--- src/rtl/mercury2_adc_spi_responder_if.sv ---
// SPI pin bundle between an MCP3008-style ADC master and the Mercury2 ADC responder.
interface mercury2_adc_spi_responder_if;
  logic adc_cs;
  logic adc_clk;
  logic adc_mosi;
  logic adc_miso;

  modport master (output adc_cs, output adc_clk, output adc_mosi, input adc_miso);
  modport slave  (input adc_cs, input adc_clk, input adc_mosi, output adc_miso);
endinterface

--- src/rtl/mercury2_adc_spi_responder.sv ---
// Device-side model of the Mercury2 8-channel 10-bit SPI ADC (MCP3008 protocol).
// All SPI pins are oversampled by the system clock through flip-flop synchronizers.
// Optional build macro: MERC2_ADC_RESP_PATTERN_EN returns {channel, conversion count}
// instead of the sample port, for self-checking loopback.
module mercury2_adc_spi_responder #(
  parameter int DATA_BITS   = 10,
  parameter int SYNC_STAGES = 2,
  parameter int COUNT_W     = 16
) (
  input  logic                  clock,
  input  logic                  reset_n,
  mercury2_adc_spi_responder_if.slave spi,
  input  logic [DATA_BITS-1:0]  sample,
  output logic                  cmd_valid,
  output logic [2:0]            cmd_channel,
  output logic                  cmd_diffn,
  output logic [COUNT_W-1:0]    conv_count
);

  localparam int BCNT_W = $clog2(DATA_BITS) + 1;

  typedef enum logic [2:0] {
    S_IDLE, S_START, S_CMD, S_NULLB, S_SHIFT, S_DONE
  } state_t;

  logic [SYNC_STAGES-1:0] cs_sync_q, clk_sync_q, mosi_sync_q;
  logic                   cs_prev_q, clk_prev_q;
  logic [SYNC_STAGES:0]   settle_q;

  state_t                 state_q, state_d;
  logic                   miso_q, miso_d;
  logic [DATA_BITS-1:0]   shreg_q, shreg_d;
  logic [BCNT_W-1:0]      bitcnt_q, bitcnt_d;
  logic [2:0]             cmd_q, cmd_d;
  logic                   cmd_valid_q, cmd_valid_d;
  logic [2:0]             ch_q, ch_d;
  logic                   diffn_q, diffn_d;
  logic [COUNT_W-1:0]     count_q, count_d;

  logic                   cs_s, clk_s, mosi_s;
  logic                   cs_fall, clk_rise, clk_fall;
  logic [DATA_BITS-1:0]   latch_val;

  // Synchronize the SPI pins; settle_q marks which stages hold real pin samples after reset,
  // so a cs already low at reset release is never mistaken for a fresh falling edge.
  always_ff @(posedge clock) begin
    if (!reset_n) begin
      cs_sync_q   <= '1;
      clk_sync_q  <= '0;
      mosi_sync_q <= '0;
      cs_prev_q   <= 1'b1;
      clk_prev_q  <= 1'b0;
      settle_q    <= '0;
    end else begin
      cs_sync_q   <= {cs_sync_q[SYNC_STAGES-2:0], spi.adc_cs};
      clk_sync_q  <= {clk_sync_q[SYNC_STAGES-2:0], spi.adc_clk};
      mosi_sync_q <= {mosi_sync_q[SYNC_STAGES-2:0], spi.adc_mosi};
      cs_prev_q   <= cs_sync_q[SYNC_STAGES-1];
      clk_prev_q  <= clk_sync_q[SYNC_STAGES-1];
      settle_q    <= {settle_q[SYNC_STAGES-1:0], 1'b1};
    end
  end

  assign cs_s     = cs_sync_q[SYNC_STAGES-1];
  assign clk_s    = clk_sync_q[SYNC_STAGES-1];
  assign mosi_s   = mosi_sync_q[SYNC_STAGES-1];
  assign cs_fall  = settle_q[SYNC_STAGES] & cs_prev_q & ~cs_s;
  assign clk_rise = ~clk_prev_q & clk_s;
  assign clk_fall = clk_prev_q & ~clk_s;

`ifdef MERC2_ADC_RESP_PATTERN_EN
  logic unused_sample;
  assign unused_sample = ^sample;
  assign latch_val     = {ch_q, count_q[DATA_BITS-4:0]};
`else
  assign latch_val     = sample;
`endif

  // Protocol state and datapath registers.
  always_ff @(posedge clock) begin
    if (!reset_n) begin
      state_q     <= S_IDLE;
      miso_q      <= 1'b0;
      shreg_q     <= '0;
      bitcnt_q    <= '0;
      cmd_q       <= '0;
      cmd_valid_q <= 1'b0;
      ch_q        <= '0;
      diffn_q     <= 1'b0;
      count_q     <= '0;
    end else begin
      state_q     <= state_d;
      miso_q      <= miso_d;
      shreg_q     <= shreg_d;
      bitcnt_q    <= bitcnt_d;
      cmd_q       <= cmd_d;
      cmd_valid_q <= cmd_valid_d;
      ch_q        <= ch_d;
      diffn_q     <= diffn_d;
      count_q     <= count_d;
    end
  end

  // Next-state decode: cs high overrides everything, including a clk edge in the same cycle.
  always_comb begin
    state_d     = state_q;
    miso_d      = miso_q;
    shreg_d     = shreg_q;
    bitcnt_d    = bitcnt_q;
    cmd_d       = cmd_q;
    cmd_valid_d = 1'b0;
    ch_d        = ch_q;
    diffn_d     = diffn_q;
    count_d     = count_q;
    if (cs_s) begin
      state_d  = S_IDLE;
      miso_d   = 1'b0;
      bitcnt_d = '0;
    end else begin
      case (state_q)
        S_IDLE: begin
          if (cs_fall) begin
            state_d = S_START;
            miso_d  = 1'b0;
          end
        end
        S_START: begin
          if (clk_rise && mosi_s) begin
            state_d  = S_CMD;
            bitcnt_d = '0;
          end
        end
        S_CMD: begin
          if (clk_rise) begin
            cmd_d    = {cmd_q[1:0], mosi_s};
            bitcnt_d = bitcnt_q + BCNT_W'(1);
            if (bitcnt_q == BCNT_W'(3)) begin
              cmd_valid_d = 1'b1;
              diffn_d     = cmd_q[2];
              ch_d        = {cmd_q[1:0], mosi_s};
              state_d     = S_NULLB;
            end
          end
        end
        S_NULLB: begin
          if (clk_fall) begin
            shreg_d  = latch_val;
            miso_d   = 1'b0;
            bitcnt_d = '0;
            state_d  = S_SHIFT;
          end
        end
        S_SHIFT: begin
          if (clk_fall) begin
            miso_d   = shreg_q[DATA_BITS-1];
            shreg_d  = {shreg_q[DATA_BITS-2:0], 1'b0};
            bitcnt_d = bitcnt_q + BCNT_W'(1);
            if (bitcnt_q == BCNT_W'(DATA_BITS-1)) begin
              count_d = count_q + COUNT_W'(1);
              state_d = S_DONE;
            end
          end
        end
        S_DONE: begin
          if (clk_fall) miso_d = 1'b0;
        end
        default: state_d = S_IDLE;
      endcase
    end
  end

  assign spi.adc_miso = miso_q;
  assign cmd_valid    = cmd_valid_q;
  assign cmd_channel  = ch_q;
  assign cmd_diffn    = diffn_q;
  assign conv_count   = count_q;

endmodule

--- src/flat_wrapper.sv ---
// flat-port wrapper written by rule: the top's interface ports become plain ports
module mercury2_adc_spi_responder_flat 
#(
  parameter int DATA_BITS   = 10,
  parameter int SYNC_STAGES = 2,
  parameter int COUNT_W     = 16
)
  (clock, reset_n, sample, cmd_valid, cmd_channel, cmd_diffn, conv_count, spi_adc_cs, spi_adc_clk, spi_adc_mosi, spi_adc_miso);
  mercury2_adc_spi_responder_if spi_i ();
  input  logic clock;
  input  logic reset_n;
  input  logic [DATA_BITS-1:0] sample;
  output logic cmd_valid;
  output logic [2:0] cmd_channel;
  output logic cmd_diffn;
  output logic [COUNT_W-1:0] conv_count;
  input wire logic [$bits(spi_i.adc_cs)-1:0] spi_adc_cs;
  input wire logic [$bits(spi_i.adc_clk)-1:0] spi_adc_clk;
  input wire logic [$bits(spi_i.adc_mosi)-1:0] spi_adc_mosi;
  output wire logic [$bits(spi_i.adc_miso)-1:0] spi_adc_miso;
  assign spi_i.adc_cs = spi_adc_cs;
  assign spi_i.adc_clk = spi_adc_clk;
  assign spi_i.adc_mosi = spi_adc_mosi;
  assign spi_adc_miso = spi_i.adc_miso;
  mercury2_adc_spi_responder #(.DATA_BITS(DATA_BITS), .SYNC_STAGES(SYNC_STAGES), .COUNT_W(COUNT_W)) u_core (.clock(clock), .reset_n(reset_n), .spi(spi_i), .sample(sample), .cmd_valid(cmd_valid), .cmd_channel(cmd_channel), .cmd_diffn(cmd_diffn), .conv_count(conv_count));
endmodule
--- config.mk ---
export PLATFORM = sky130hd
export DESIGN_NAME = mercury2_adc_spi_responder_flat
export DESIGN_NICKNAME = d
export VERILOG_FILES = /design/src/rtl/mercury2_adc_spi_responder_if.sv /design/src/rtl/mercury2_adc_spi_responder.sv /design/src/flat_wrapper.sv
export SDC_FILE = /design/constraint.sdc
export NUM_CORES = 1
export LEC_CHECK = 0
export ABC_AREA = 1
export BUFFER_PORTS_ARGS = -buffer_cell sky130_fd_sc_hd__buf_2
export CORE_MARGIN = 8
export CORE_UTILIZATION = 60
export DETAILED_ROUTE_END_ITERATION = 6
export GPL_ROUTABILITY_DRIVEN = 0
export PLACE_DENSITY_LB_ADDON = 0.3
export SLEW_MARGIN = 5
export SYNTH_ARGS = -nofsm -noshare
export SYNTH_HDL_FRONTEND = slang
export SYNTH_SLANG_ARGS = --single-unit
--- constraint.sdc ---
create_clock -name clock -period 2.5 [get_ports clock]
set_input_delay 0.5 -clock clock [delete_from_list [all_inputs] [get_ports clock]]
set_output_delay 0.5 -clock clock [all_outputs]
set_load 0.005 [all_outputs]
==> results of run 1 <==
==> metal layers <==
metal	vias to the layer above	track usage (%)
li1	1280	-
met1	1070	18.27
met2	33	27.44
met3	4	3.809
met4	0	5.272
met5	-	0
==> Yosys cell counts (all sizes together) <==
cell	number
nand3b	1
dfxtp	54
ha	3
o21bai	1
xnor2	1
o211a	7
nor2	62
clkbuf	5
nor3	4
nand4	3
a21oi	23
o21ai	18
or2	2
nand3	46
nand2	96
buf	7
inv	48
==> registers in the layout, summed over array words and instances, names as in the netlist <==
name and flops:
u_core.conv_count 16, u_core.shreg_q 10, u_core.bitcnt_q 5, u_core.cmd_channel 3, u_core.cmd_q 3, u_core.settle_q 3
u_core.state_q 3, u_core.clk_sync_q 2, u_core.cs_sync_q 2, u_core.mosi_sync_q 2, u_core.clk_prev_q 1, u_core.cmd_diffn 1
u_core.cmd_valid 1, u_core.cs_prev_q 1, u_core.spi.adc_miso 1
==> critical path: stages, from the launching register on <==
cell and delay, ns:
dfxtp_1 0.42, ha_1 0.25, inv_1 0.05, nor2_1 0.08
nand2_1 0.11, nand2_1 0.09, nand2_1 0.05, nor2_1 0.29
nand3_1 0.13, nand2_1 0.08, nor2_1 0.04
==> cell type report <==
| cell class | instances | area (sq um) | share of cell area, % |
|---|---|---|---|
| Tap cell | 52 | 65.06 | 2.169 |
| Multi-Input combinational cell | 267 | 1354 | 45.14 |
| Clock inverter | 3 | 47.55 | 1.585 |
| Clock buffer | 5 | 68.82 | 2.295 |
| Timing Repair Buffer | 38 | 195.2 | 6.508 |
| Sequential cell | 54 | 1081 | 36.05 |
| Inverter | 48 | 187.7 | 6.258 |
==> worst max path at each step <==
stage,from,depth (start not counted),endpoint
final,u_core.bitcnt_q[1],10,u_core.state_q[1]
after global routing,u_core.bitcnt_q[1],10,u_core.state_q[1]
after CTS,u_core.bitcnt_q[1],10,u_core.state_q[1]
after detailed placement,u_core.bitcnt_q[1],10,u_core.state_q[1]
after global placement,u_core.bitcnt_q[1],10,u_core.state_q[1]
after floorplan,u_core.bitcnt_q[0],10,u_core.state_q[0]
==> through the flow <==
stage | instance area [sq um] | worst slack [ns] | power, uW | utilization, %
after global routing | 2999 | 0.5966 | 1576 | 68.88
after global placement | 2883 | 0.8973 | 939.8 | 66.21
after CTS | 2999 | 0.8250 | 1535 | 68.88
after floorplan | 2705 | 1.079 | 920.8 | -
final | 2999 | 0.8071 | 1516 | 68.88
after detailed placement | 2883 | 0.8491 | 941.2 | 66.21
==> power by group through the flow <==
stage / clock network (uW) / logic, uW / registers, uW
3_5_place_dp: 0 / 49.6 / 892
4_1_cts: 614 / 49.8 / 872
2_1_floorplan: 0 / 30.5 / 890
3_3_place_gp: 0 / 48.3 / 891
5_1_grt: 646 / 56.8 / 873
6_report: 595 / 49.1 / 871
==> logic make-up after synthesis <==
kind of cell | synth area share, %
AND/OR/NAND/NOR | 37.88
AO/OA/AOI/OAI | 10.45
flip-flops | 39.96
XOR/XNOR | 0.3238
adder cells (fa/ha/maj) | 1.388
buffers and inverters | 9.990
==> impl_results.md, run 1 <==
- Number of global-route vias before repair: 2253
- Synthesized area per cell: 7.100 sq um
- R2R cell count: 10
- CTS clock-pin slew for the worst setup and hold paths: about 0.1 ns
- CTS Buf Count: 5
- Peak supply drop: between 0.4 and 0.5 mV
- Pint: approximately 1200 uW
- Min-Delay Path Depth: 3
- CP Capture Type: register
- Antenna violations before repair: 0
- Status: complete, no violations
- Routed vias/inst: between 5 and 6
- DP HPWL: 4007 um
- Fin crit share: 67.72%
- Wl on met1: 2528 um
- Synth top area share: 39.96%
- Pwr/cell area: 505.3 nW/um^2
- Fmax: 590.7 MHz
- WS Path Type: reg -> reg
- Share of cells above drive strength 1: 18.31%
- Metal2 WL: 2622 um
- Worst min-delay path class: in -> reg
- Via Count: between 2000 and 2500
- Met3 WL: 165 um
- Sequential element share of the synthesized area: 39.96%
- Hold_buf cts: 0
- DIE AREA: 6913 sq um
- Worst flop-to-flop path endpoint: u_core.state_q[1]
- Mapped Cells: 381
- Netlist cell types: 34
- H-tree Lvls: 2
- WL/cell: 11.51 um
- Clock skew: 0.007142 ns
- Final hold violations: 0
- # fillers: 397
- Worst Path Required: 2.70 ns
- Die W: between 80 and 90 um
- Final Hold Slack: 0.3653 ns
- Global-route congestion overflow total: 0
- Clock Tree Root: clkbuf_8
- Hold path startpoint: spi_adc_clk
- Synthesis Warnings: 0
- Clk sink count: 54
- N_diodes: 0
- Worst Max-Slew Pin Slew: 0.5586 ns
- Area of the core: 4354 sq um
- WP data arrival: 1.90 ns
- Io pins: 37
- # rows: 24
- Final nets: 432
- Post-CTS Setup Bufs: 0
- Clock buffer depth: 2
- Layout area overhead: 10.87%
- Crit start category: register
- First-pass GRT wire length: 9494 um
- DR iter-0 viols: 136
- Hold Path End: u_core.clk_sync_q[0]
- GRT Util Overall: 15.76%
- Yosys reg bits: between 50 and 60
- Final setup violation count: 0
- TritonCTS clock tree: done
- Synth area leaders: dfxtp_1 (40%), nand2_1 (12%), nand3_1 (7.8%)
- Sw power: ~320 uW
- Period minus WS final: 1.693 ns
- Reg-to-reg startpoint: u_core.bitcnt_q[1]
- Clock share of power: 39.3%
- Max-slew violations: 0
- Initial Utilization: 62.13%
- Largest net degree at the start of global routing: 32
- Combinational group share of total power: 3.2%
- Max Used Layer: met4
- Post-cts sizing count: 0
- Commonest non-fill, non-tap cell in the layout: nand2_1
- Die height: 83.15 um
- Most frequent cells in the layout: nand2_1 (88), dfxtp_1 (54), nor2_1 (53), inv_1 (42), nand3_1 (42)
- RSZ-0062 raised after global routing: false
- Synth area leader: dfxtp_1
- Post-Route WL: 5376 um
- Number of buffers added on ports: 36
- DRC: 0
- Reg2reg setup slack: about 0.81 ns
- Sequential share of power: a little under three fifths
- Mapped Nets: 399
- Placed insts: around 460
- Later-pin clock latency in the skew report: 0.31 ns
- Max Cap Viol: 0
- Final TNS setup: 0 ns
- Crit Path Max Fanout: 6
- Fin cells: 467
- Slew headroom: a little over three fifths
- Final ANT Viol Nets: 0
- Pleak: ~0.0014 uW
- Synthesized area: 2705 sq um
- Pre-antenna DRT Iters: 4
- Sw frac: about a fifth
Power figures use the tool's default switching activity.
==> run 2, diff against run 1 <==
Settings changed: ABC_AREA 1 to 0, CORE_UTILIZATION 60 to 50.
Clock period 2.5 ns to 1.4 ns, I/O delays scaled along.
==> run 2 against run 1 <==
  * The run now ends with negative setup slack left
  * Via count down 2.4%
  * Clock skew is 0.0031 ns higher
  * Register-to-register slack worse by 1.4 ns
  * Cell area grew 16%
  * Sequential share of layout area decreased by 4.7 points
  * Hold slack worse by 0.23 ns
  * Flip-flop and latch count unchanged
  * Critical endpoint is now u_core.conv_count[15]
  * Largest cell class unchanged
  * Largest power group unchanged
==> impl_results.md, run 2 <==
- Status: finished with violations (was complete, no violations)
- Failing checks: negative setup slack
- DIE AREA: 7195 sq um (was 6913 sq um)
- Sw power: 609.0 uW (was 324.2 uW)
- Max reg flops: 16 (unchanged)
- Top cells by count, synth: dfxtp_1 (54), nand2_1 (29), nor2_1 (23) (was nand2_1 (88), dfxtp_1 (54), nor2_1 (53))
- CP Buf/Inv Count: 1 (unchanged)
- Pint: 2138 uW (was 1191 uW)
- Max-slew violations: 0 (unchanged)
- RSZ-0062 raised after global routing: true (was false)
- Most frequent cells in the layout: buf_4 (54), dfxtp_1 (47), buf_2 (36), nand2_1 (29), nor2_1 (21) (was nand2_1 (88), dfxtp_1 (54), nor2_1 (53), inv_1 (42), nand3_1 (42))
- Number of global-route vias before repair: 2256 (was 2253)
- CP Capture Type: register (unchanged)
- Fin cells: 419 (was 467)
- CP peak stage delay: 0.60 ns (was 0.42 ns)
- Worst Max-Slew Pin Slew: 0.3777 ns (was 0.5586 ns)
- Crit start category: register (unchanged)
- Final Hold Slack: 0.1350 ns (was 0.3653 ns)
- Period minus WS final: 1.956 ns (was 1.693 ns)
- Placed Area: 3015 sq um (was 2883 sq um)
- Synth area leader: dfxtp_1 (unchanged)
- Netlist cell types: 43 (was 34)
- H-tree Lvls: 2 (unchanged)
- # rows: 25 (was 24)
- Global-route congestion overflow total: 0 (unchanged)
- Synthesis Warnings: 0 (unchanged)
- Synth Flop Type: dfxtp_1 (unchanged)
- Die height: 84.83 um (was 83.15 um)
- Final hold violations: 0 (unchanged)
- Worst Path Required: 1.66 ns (was 2.70 ns)
- Sequential share of power: 56.5% (was 57.5%)
- # fillers: 303 (was 397)
- Final worst slack: -0.5563 ns (was 0.8071 ns)
- Via Count: 2329 (was 2387)
- Critical path's slowest cell: or4_4 (was dfxtp_1)
- DP HPWL: 4076 um (was 4007 um)
- Final nets: 382 (was 432)
- Cell Chain, Critical Path: inv_2 -> ha_4 -> nand4bb_4 -> or4_4 -> or4b_1 -> a21oi_1 (was ha_1 -> inv_1 -> nor2_1 -> nand2_1 -> nand2_1 -> nand2_1 -> nor2_1 -> nand3_1 -> nand2_1 -> nor2_1)
- Hold_buf cts: 0 (unchanged)
- Family with the most delay on the worst path: simple AND/OR/NAND/NOR gates (unchanged)
- WL/cell: 15.27 um (was 11.51 um)
- Synth top area share: 45.64% (was 39.96%)
- GRT Util Overall: 17.17% (was 15.76%)
- CTS clock-pin slew for the worst setup and hold paths: 0.10 ns (about the same)
- Number of buffers added on ports: 36 (unchanged)
- Synth area leaders: dfxtp_1 (46%), nand2_1 (4.6%), mux2i_1 (3.8%) (was dfxtp_1 (40%), nand2_1 (12%), nand3_1 (7.8%))
- Post-Route WL: 6399 um (was 5376 um)
- WP data arrival: 2.21 ns (was 1.90 ns)
- Sw frac: 22.17% (was 21.39%)
- Mapped Nets: 290 (was 399)
- Placed insts: 395 (was 459)
- Post-synth EDFFs: 0 (unchanged)
- Pre-antenna DRT Iters: 4 (unchanged)
- Slew headroom: 74.71% (was 62.62%)
- Initial Utilization: 50.82% (was 62.13%)
- Fin crit share: 139.7% (was 67.72%)
- Area of the multi-input gates: 1438 sq um (was 1354 sq um)
- Final Instance Area: 3488 sq um (was 2999 sq um)
- Yosys reg bits: 54 (unchanged)
- Share of cells above drive strength 1: 43.56% (was 18.31%)
- Pleak: 0.001412 uW (was 0.001402 uW)
- Clock share of power: 39.8% (was 39.3%)
- Place WS: -0.6236 ns (was 0.8491 ns)
- Clock skew: 0.01024 ns (was 0.007142 ns)
- Synthesized area: 2369 sq um (was 2705 sq um)
- Synthesized area per cell: 8.708 sq um (was 7.100 sq um)
- Count leader, synth: dfxtp_1 (was nand2_1)
- Ys async rst share: 0% (unchanged)
- Routed vias/inst: 5.558 (was 5.111)
- Mapped Cells: 272 (was 381)
- First-pass GRT wire length: 10380 um (was 9494 um)
- Clock buffer depth: 2 (unchanged)
- Layout area overhead: 47.28% (was 10.87%)
- Sequential element share of the synthesized area: 45.64% (was 39.96%)
- DRC: 0 (unchanged)
- TritonCTS clock tree: done (unchanged)
- Clk sink count: 54 (unchanged)
- CTS Buf Count: 5 (unchanged)
- Antenna violations before repair: 0 (unchanged)
- DR iter-0 viols: 87 (was 136)
- Final ANT Viol Nets: 0 (unchanged)
- Combinational group share of total power: 3.7% (was 3.2%)
- WS Path Type: reg -> reg (unchanged)
- Max Cap Viol: 0 (unchanged)
- Area of the core: 4661 sq um (was 4354 sq um)
- Clock Tree Root: clkbuf_8 (unchanged)
- Post-layout util: 74.85% (was 68.88%)
- Later-pin clock latency in the skew report: 0.31 ns (about the same)
- Final setup violation count: 40 (was 0)
- Commonest non-fill, non-tap cell in the layout: buf_4 (was nand2_1)
- Pwr/cell area: 787.5 nW/um^2 (was 505.3 nW/um^2)
- Crit Path Max Fanout: 5 (was 6)
- Storage element area: 1092 sq um (was 1081 sq um)
- Peak supply drop: 0.7257 mV (was 0.4738 mV)
- Io pins: 37 (unchanged)
- Largest net degree at the start of global routing: 34 (was 32)
- N_diodes: 0 (unchanged)
- Fmax: 511.2 MHz (was 590.7 MHz)
- Worst min-delay path class: in -> reg (unchanged)
- Die W: 84.83 um (was 83.15 um)
## run 2: cell count changes after synthesis, moves of 8 or more
cell	delta
nand2_1	-59
nand3_1	-36
inv_1	-33
nor2_1	-30
clkbuf_1	+12
a311oi_1	+10
mux2i_1	+9
and2_1	+8
nand2b_1	+8
## run 2: power by group through the flow
stage          Sequential (uW)  Clock, uW  Combinational [uW]
6_report                  1550       1090                 101
5_1_grt                   1560       1170                 109
3_3_place_gp              1590          0                89.3
2_1_floorplan             1590          0                43.2
3_5_place_dp              1590          0                90.8
4_1_cts                   1550       1100                93.5
## run 2: cell families after synthesis
group | count (synthesis) | synth area share (%)
muxes | 9 | 3.804
buffers and inverters | 27 | 4.331
xor gates and xnor gates | 2 | 0.7397
adders and majority gates | 3 | 1.585
DFF | 54 | 45.64
and+or+nand+nor | 115 | 26.47
AOI/OAI and AO/OA | 62 | 17.43
## run 2: final timing paths
path | cells past startpoint | endpoint | slack [ns] | startpoint
setup / recovery | 6 | u_core.conv_count[15] | -0.56 | u_core.bitcnt_q[1]
hold / removal | 2 | u_core.cs_sync_q[0] | 0.14 | spi_adc_cs
hold reg to reg | 1 | u_core.cs_sync_q[1] | 0.44 | u_core.cs_sync_q[0]
setup reg to reg | 6 | u_core.conv_count[15] | -0.56 | u_core.bitcnt_q[1]
## run 2: area by class of cell
cell class	instances	share of cell area (%)
inverters	9	1.076
flip-flops and latches	54	31.31
repair buffers	102	21.13
clock inverters	3	1.363
multi-input cells	192	41.21
clock buffers	5	1.973
well taps	54	1.937
## run 2: worst reg2reg max path, cell delays in order, from the launching register on
cell	delay, ns
dfxtp_2	0.34
inv_2	0.07
ha_4	0.14
nand4bb_4	0.14
or4_4	0.60
or4b_1	0.48
a21oi_1	0.14
## run 2: stage by stage
stage                     setup TNS [ns]  power (uW)
after floorplan                   -10.48        1631
after global placement            -13.74        1677
after detailed placement          -15.46        1679
after CTS                         -13.57        2748
after global routing              -19.31        2833
final                             -16.49        2747
## run 2: what timing repair did
| item | in CTS | in global routing |
|---|---|---|
| gates cloned | 2 | 0 |
| pin swaps | 8 | 10 |
| gates resized for setup | 27 | 29 |
| setup endpoints to repair | 40 | 41 |
| setup buffers | 9 | 6 |
## run 2: metal layers
metal  share of wire (%)  global-route usage [%]  up-vias
li1                    -                       -     1166
met1                  44                   20.53     1109
met2                  51                   29.63       45
met3                 4.2                   3.861        9
met4                 1.2                   5.502        0
met5                   0                       0        -
